===== src/rtl/uart_rx_cfg.sv =====
// uart_rx_cfg: parametrised UART receiver.
// The RXD pin passes through a two-flop synchroniser. Each bit is sampled at
// mid-period. A false start bit is rejected. Framing and parity errors are
// reported with each word. Received words sit in a one-entry valid/ready
// holding register that detects overrun and drives RTS flow control.
module uart_rx_cfg #(
    parameter int CLK_PER_BIT = 87,  // clk cycles per bit, >= 4
    parameter int DATA_BITS   = 8,   // 5..9, LSB first
    parameter int PARITY      = 0,   // 0 none, 1 odd, 2 even
    parameter int STOP_BITS   = 1    // 1 or 2
) (
    input  logic                 clk,
    input  logic                 reset,
    input  logic                 rxd,
    output logic [DATA_BITS-1:0] rx_data,
    output logic                 rx_valid,
    input  logic                 rx_ready,
    output logic                 frame_err,
    output logic                 parity_err,
    output logic                 overrun,
    output logic                 rts
);

    localparam int CNT_W = $clog2(CLK_PER_BIT);
    localparam int IDX_W = $clog2(DATA_BITS + 1);

    localparam logic [CNT_W-1:0] CNT_MAX  = CNT_W'(CLK_PER_BIT - 1);
    localparam logic [CNT_W-1:0] CNT_HALF = CNT_W'(CLK_PER_BIT / 2 - 1);
    localparam logic [IDX_W-1:0] IDX_LAST = IDX_W'(DATA_BITS - 1);
    localparam logic             STOP_LAST = (STOP_BITS == 2) ? 1'b1 : 1'b0;

    typedef enum logic [2:0] {
        S_IDLE,
        S_START,
        S_DATA,
        S_PAR,
        S_STOP
    } state_t;

    // Synchroniser and edge-detect history.
    logic s1_q, s2_q, s3_q;

    // Receive FSM state.
    state_t                 state_q, state_d;
    logic [CNT_W-1:0]       cnt_q, cnt_d;
    logic [IDX_W-1:0]       idx_q, idx_d;
    logic                   stop_q, stop_d;
    logic [DATA_BITS-1:0]   shift_q, shift_d;
    logic                   ferr_q, ferr_d;
    logic                   perr_q, perr_d;

    // A frame completes in the cycle of the final stop-bit sample.
    logic                   done;
    logic                   done_ferr;

    // Holding register.
    logic [DATA_BITS-1:0]   rx_data_q;
    logic                   rx_valid_q;
    logic                   frame_err_q;
    logic                   parity_err_q;
    logic                   overrun_q;
    logic                   accept;

    // Two-flop synchroniser, plus a third flop that keeps the previous s2 value.
    // NOTE: clocked state always uses non-blocking (<=). Every flop then updates
    // from the values before the edge, so this chain shifts by exactly one stage
    // per clock.
    always_ff @(posedge clk) begin
        if (reset) begin
            s1_q <= 1'b1;
            s2_q <= 1'b1;
            s3_q <= 1'b1;
        end else begin
            s1_q <= rxd;
            s2_q <= s1_q;
            s3_q <= s2_q;
        end
    end

    // FSM state register. The shift register is reset too, so no X value
    // can reach rx_data.
    always_ff @(posedge clk) begin
        if (reset) begin
            state_q <= S_IDLE;
            cnt_q   <= '0;
            idx_q   <= '0;
            stop_q  <= 1'b0;
            shift_q <= '0;
            ferr_q  <= 1'b0;
            perr_q  <= 1'b0;
        end else begin
            state_q <= state_d;
            cnt_q   <= cnt_d;
            idx_q   <= idx_d;
            stop_q  <= stop_d;
            shift_q <= shift_d;
            ferr_q  <= ferr_d;
            perr_q  <= perr_d;
        end
    end

    // Next-state logic: bit timing, sampling and error accumulation.
    // NOTE: every signal gets a default before the case statement. A path
    // that leaves a signal unassigned would infer a latch.
    always_comb begin
        state_d   = state_q;
        cnt_d     = cnt_q;
        idx_d     = idx_q;
        stop_d    = stop_q;
        shift_d   = shift_q;
        ferr_d    = ferr_q;
        perr_d    = perr_q;
        done      = 1'b0;
        done_ferr = ferr_q | ~s2_q;

        case (state_q)
            S_IDLE: begin
                cnt_d  = '0;
                idx_d  = '0;
                stop_d = 1'b0;
                // Only a falling edge starts a frame. A line held low does not.
                if (s3_q && !s2_q) begin
                    state_d = S_START;
                    ferr_d  = 1'b0;
                    perr_d  = 1'b0;
                end
            end

            S_START: begin
                if (cnt_q == CNT_HALF) begin
                    cnt_d   = '0;
                    // If the line is high again at mid start bit, it was a glitch.
                    state_d = s2_q ? S_IDLE : S_DATA;
                end else begin
                    cnt_d = cnt_q + CNT_W'(1);
                end
            end

            S_DATA: begin
                if (cnt_q == CNT_MAX) begin
                    cnt_d   = '0;
                    // Bits arrive LSB first. After DATA_BITS right shifts the
                    // word sits in the correct bit positions.
                    shift_d = {s2_q, shift_q[DATA_BITS-1:1]};
                    idx_d   = idx_q + IDX_W'(1);
                    if (idx_q == IDX_LAST) begin
                        state_d = (PARITY != 0) ? S_PAR : S_STOP;
                    end
                end else begin
                    cnt_d = cnt_q + CNT_W'(1);
                end
            end

            S_PAR: begin
                if (cnt_q == CNT_MAX) begin
                    cnt_d   = '0;
                    state_d = S_STOP;
                    if (PARITY == 1) begin
                        perr_d = ~((^shift_q) ^ s2_q);
                    end else begin
                        perr_d = (^shift_q) ^ s2_q;
                    end
                end else begin
                    cnt_d = cnt_q + CNT_W'(1);
                end
            end

            S_STOP: begin
                if (cnt_q == CNT_MAX) begin
                    cnt_d = '0;
                    if (!s2_q) begin
                        ferr_d = 1'b1;
                    end
                    if (stop_q == STOP_LAST) begin
                        state_d = S_IDLE;
                        done    = 1'b1;
                    end else begin
                        stop_d = 1'b1;
                    end
                end else begin
                    cnt_d = cnt_q + CNT_W'(1);
                end
            end

            default: begin
                state_d = S_IDLE;
            end
        endcase
    end

    assign accept = rx_valid_q & rx_ready;

    // Holding register: load on completion when there is room, otherwise flag overrun.
    always_ff @(posedge clk) begin
        if (reset) begin
            rx_data_q    <= '0;
            rx_valid_q   <= 1'b0;
            frame_err_q  <= 1'b0;
            parity_err_q <= 1'b0;
            overrun_q    <= 1'b0;
        end else begin
            if (accept) begin
                overrun_q <= 1'b0;
            end
            if (done) begin
                if (!rx_valid_q || rx_ready) begin
                    rx_data_q    <= shift_q;
                    frame_err_q  <= done_ferr;
                    parity_err_q <= perr_q;
                    rx_valid_q   <= 1'b1;
                end else begin
                    overrun_q <= 1'b1;
                end
            end else if (accept) begin
                rx_valid_q <= 1'b0;
            end
        end
    end

    assign rx_data    = rx_data_q;
    assign rx_valid   = rx_valid_q;
    assign frame_err  = frame_err_q;
    assign parity_err = (PARITY == 0) ? 1'b0 : parity_err_q;
    assign overrun    = overrun_q;
    assign rts        = ~rx_valid_q;

endmodule

===== config.mk =====
export PLATFORM = sky130hd
export DESIGN_NAME = uart_rx_cfg
export DESIGN_NICKNAME = d
export VERILOG_FILES = /design/src/rtl/uart_rx_cfg.sv
export SDC_FILE = /design/constraint.sdc
export NUM_CORES = 1
export LEC_CHECK = 0
export CAP_MARGIN = 10
export CELL_PAD_IN_SITES_DETAIL_PLACEMENT = 1
export CELL_PAD_IN_SITES_GLOBAL_PLACEMENT = 1
export CORE_UTILIZATION = 42
export DETAILED_ROUTE_END_ITERATION = 7
export PLACE_DENSITY_LB_ADDON = 0.08
export SYNTH_ARGS = -nofsm -noshare
export SYNTH_HDL_FRONTEND = slang
export SYNTH_SLANG_ARGS = --single-unit

===== constraint.sdc =====
create_clock -name clk -period 2.7 [get_ports clk]
set_clock_uncertainty 0.2 [all_clocks]
set_input_delay 0.54 -clock clk [delete_from_list [all_inputs] [get_ports clk]]
set_output_delay 0.54 -clock clk [all_outputs]
set_load 0.05 [all_outputs]

# Word level (Yosys, flattened, before mapping)
# Index checks and enable logic that the tools add are counted.
[op_classes]
n_addsub = 2
n_eq_ne = 16
muxes = 30
bitwise_logic = 4
reduce_logical = 17
[ops]
columns = ["op", "n"]
rows = [
  ["$mux 3", 7],
  ["$pmux 7 s3", 1],
  ["$ne 2x2->1 const B", 8],
  ["$pmux 3 s5", 1],
  ["$mux 1", 14],
  ["$mux 7", 2],
  ["$reduce_and 2->1", 5],
  ["$pmux 4 s2", 1],
  ["$add 7x1->7 const B", 1],
  ["$eq 7x6->1 const B", 1],
  ["$eq 7x7->1 const B", 1],
  ["$reduce_and 7->1", 1],
  ["$eq 3x2->1 const B", 2],
  ["$reduce_bool 2->1", 3],
  ["$add 4x1->4 const B", 1],
  ["$eq 4x3->1 const B", 1],
  ["$mux 4", 1],
  ["$pmux 1 s2", 2],
  ["$reduce_and 4->1", 1],
  ["$eq 3x1->1 const B", 1],
  ["$eq 3x3->1 const B", 1],
  ["$logic_not 3->1", 1],
  ["$reduce_bool 3->1", 1],
  ["$reduce_or 3->1", 1],
  ["other kinds (8)", 10],
]
[word_totals]
regBits = 38
out_inout_bits = 13

# Longest topological paths before layout
# Gate-level depths: netlist (run 1).
[depth]
ltp_word = 5
depth_mapped = 7
ltp_nobuf = 6

# Worst setup path after synthesis (run 1)
# OpenSTA, ideal clock, no wires.
[synth_path]
kind = "reg2reg"
start = "reg rx_valid_q (netlist: rx_valid)"
end = "reg frame_err_q (netlist: frame_err)"
arrival_time_ns = 1.788
setup_slack_ns = 0.621
stages_incl_launch_ff = 5
n_path_buf = 0
synth_period_minus_slack_ns = 2.079
cell_sequence = "dfxtp_1 > inv_1 > nor2_1 > nor2_1 > a311oi_1"
[synth_via]
elab_chain_len = 3
[synth_rtl]
columns = ["item", "line", "rtl"]
rows = [
  ["start, declared", "58", "logic rx_valid_q;"],
  ["start signal, assigned", "197", "rx_valid_q <= 1'b0;"],
  ["start signal, assigned", "210", "rx_valid_q <= 1'b1;"],
  ["start signal, assigned", "215", "rx_valid_q <= 1'b0;"],
  ["$logic_not 1->1", "206", "if (!rx_valid_q || rx_ready) begin"],
  ["$logic_or 1x1->1", "206", ""],
  ["$reduce_and 2->1 (no line)", "-", ""],
  ["end signal, assigned", "208", "frame_err_q <= done_ferr;"],
  ["end, declared", "59", "logic frame_err_q;"],
]
# No other way between the ends.
# A chain may end at the register's enable or synchronous reset.

# Final worst setup path (run 1)
[layout_path]
start = "reg state_q[2]"
end = "reg rx_data_q[4] (netlist: rx_data[4])"
[layout_via]
elab_chain_len = 3
[layout_rtl]
columns = ["item", "line", "rtl"]
rows = [
  ["start, declared", "44", "state_t state_q, state_d;"],
  ["start signal, assigned", "92", "state_q <= state_d;"],
  ["$eq 3x3->1", "116", "case (state_q)"],
  ["$mux 1", "116", ""],
  ["$reduce_and 2->1 (no line)", "-", ""],
  ["end signal, assigned", "207", "rx_data_q <= shift_q;"],
  ["end, declared", "57", "logic [DATA_BITS-1:0] rx_data_q;"],
]
# No other way between the ends.

==> results of run 1 <==
-- sequential cells by signal, indices dropped and copies added (netlist names) --
register and count:
s3_q 1, overrun 1, s1_q 1, idx_q 4, rx_data 8, rx_valid 1, shift_q 8, ferr_q 1
stop_q 1, state_q 3, frame_err 1, cnt_q 7, s2_q 1
-- cells in the final DEF, fill, tap and decap left out, types with 2 or more instances in the layout --
cell and count:
xnor2_1 2, nor3b_1 3, clkbuf_8 6, and3_1 2
buf_4 4, a21oi_1 27, inv_1 5, nor2b_1 4
a32o_1 3, nand3_1 20, nor3_1 5, nand2b_1 3
a22o_1 2, dfxtp_1 38, clkdlybuf4s50_1 15, nand2_1 9
o21ai_0 12, or2_2 4, ha_1 3, nor2_1 10
or4_1 2, o21ai_1 8, a211oi_1 2
-- stage by stage --
step / total power, mW / instances / area, um^2 / utilization [%]
6_report: 0.9787 / 263 / 1999 / 52.64
4_1_cts: 0.9905 / 263 / 1999 / 52.64
5_1_grt: 1.022 / 263 / 1999 / 52.64
2_1_floorplan: 0.6017 / 200 / 1719 / -
3_5_place_dp: 0.6126 / 257 / 1917 / 50.46
3_3_place_gp: 0.6117 / 257 / 1917 / 50.46
-- routing by layer --
layer | track usage (%) | up-vias | wire length (um)
met2 | 35.08 | 34 | 2049
met3 | 5.172 | 7 | 165
met4 | 6.915 | 0 | 53
met5 | 0 | - | 0
met1 | 26.86 | 761 | 1954
li1 | - | 756 | -
-- where the power goes --
group	internal [mW]	switching [mW]	total, mW
Sequential	0.563	0.00472	0.568
Combinational	0.0126	0.0191	0.0317
Clock	0.197	0.182	0.379
-- final timing paths --
path                            cells after the start         end       start  slack (ns)
worst min register to register                      1        s2_q        s1_q        0.22
worst max-delay path                                4  rx_data[4]  state_q[2]        0.38
worst max register to register                      4  rx_data[4]  state_q[2]        0.38
worst min-delay path                                1        s2_q        s1_q        0.22
-- area by class of cell --
cell class / count / area, um^2
clock buffer: 6 / 82.58
fill: 455 / 1799
inverter: 5 / 18.77
multi-input combinational: 147 / 897.1
sequential: 38 / 760.7
tap: 48 / 60.06
timing repair buffer: 19 / 180.2
-- logic make-up after synthesis --
logic type                 Yosys count
other                                1
DFF                                 38
and+or+nand+nor                     74
muxes                                1
xor gates and xnor gates             3
buffers and inverters               15
AOI/OAI and AO/OA                   65
adders and majority gates            3
==> results.yml, run 1 <==
detailed_routing:
  vias_per_cell: 5.924
  wl_mm: 4.223
  vias: 1558
  drtPass1Iterations: 4
  drt_iter0_markers: 81
  post_drt_wl_per_cell_um: 16.06
  postRouteAntennaNets: 0
  route.detailed.drc: 0
synth:
  synth_area_leaders: "dfxtp_1 (44%), a21oi_1 (7.9%), nand3_1 (5.8%)"
  yosysMostFrequentCell: "dfxtp_1"
  avgSynthCellArea_um2: 8.596
  synth_fp_nets: 207
  ys_warn_count: 0
  synth_seq_cells: 38
  synth-async-reset-ratio_pct: 0
  synth_edf_count: 0
  synth_cell_types: 50
  yosysSeqAreaShare_pct: 44.25
  synth-simple-area-share_pct: 25.33
  synthMuxAreaShare_pct: 0.5822
  synth_compound_gate_area_share_pct: 22.34
  synth_top_family_by_area: "simple AND/OR/NAND/NOR gates"
  yosysTopAreaCellShare_pct: 44.25
  synth.cell_area_mm2: 0.001719
  netlist_instances: 200
  synth-xor-area-share_pct: 1.528
  synthAdderAreaFrac_pct: 2.183
  synthTopCellsByCount: "dfxtp_1 (38), a21oi_1 (27), nand3_1 (20)"
  synth_largest_area_cell: "dfxtp_1"
  synthFlopType: "dfxtp_1"
clocking:
  clock_path_buffers: 2
  clkLatencyLatePin_ns: 0.28
  hold_buffers: 0
  cts_resized: 0
  cts_sinks: 38
  postCtsSetupRepairBufs: 0
  ctsRootBufferMaster: "clkbuf_8"
  tritoncts: "built"
  clk_transition_reported_paths_ns: 0.07
  cts_buffers: 5
  h-tree-depth: 2
setup_path:
  critPathRequiredTime_ns: 2.67
  crit_path_start_kind: "register"
  slowest_stage: "or4_1"
  path_class: "register to register"
  crit_family: "simple AND/OR/NAND/NOR gates"
  crit_path_end_kind: "register"
  crit_fanout: 15
  cp.buffers_inverters: 0
  arrival_ns: 2.29
  path_cells: "or3b_1 > or4_1 > o21ai_1 > a21oi_1"
  max_stage_delay_ns: 0.63
sta:
  hold_viol_final: 0
  holdWs_ns: 0.2182
  rsz0062_at_grt: "false"
  fin_ws_ns: 0.3841
  slew_viol_final: 0
  slew_headroom_pct: 58.35
  fmax_mhz: 431.8
  setup_viol: 0
  worst_pin_slew_ns: 0.6224
  period_share_pct: 85.78
  period_needed_ns: 2.316
  setup_tns_ns: 0
power_and_ir_drop:
  peakVddDrop_v: 0.0002912
  p_leak_nw: 0.6450
  power.density_mw_per_mm2: 489.5
outcome:
  status: "complete, no violations"
die:
  die_x_um: 65.98
  core_area_mm2: 0.003799
  die-height_um: 65.98
  initial_core_util_pct: 45.26
  io_pins: 17
  die_area_mm2: 0.004353
  rows: 22
layout:
  syn_to_final_growth_pct: 16.30
  drive_above_1_share_pct: 8.372
  fin_nets: 223
  antenna_cells: 0
placed_design:
  dpl_worst_slack_ns: 0.4132
  placement.io_buffers: 15
  globalplace.congestion: 0.7934
  place_hpwl_mm: 3.051
min_path:
  hp-class: "register to register"
global_route:
  grt_util_all_layers_pct: 21.21
  antenna_found_initial: 0
  grt_pass1_vias: 1571
  grt_pass1_wl_mm: 7.155
  grt_max_degree: 18
  grt_overflow: 0
flow_run:
  drv_cap: 0
No activity file was read; power rests on OpenSTA's default activity.
==> inputs of run 2 (changes only) <==
- CAP_MARGIN: 10 -> 20
==> results of run 2 <==
No change in the layout: final DEF, timing and power equal those of run 1.
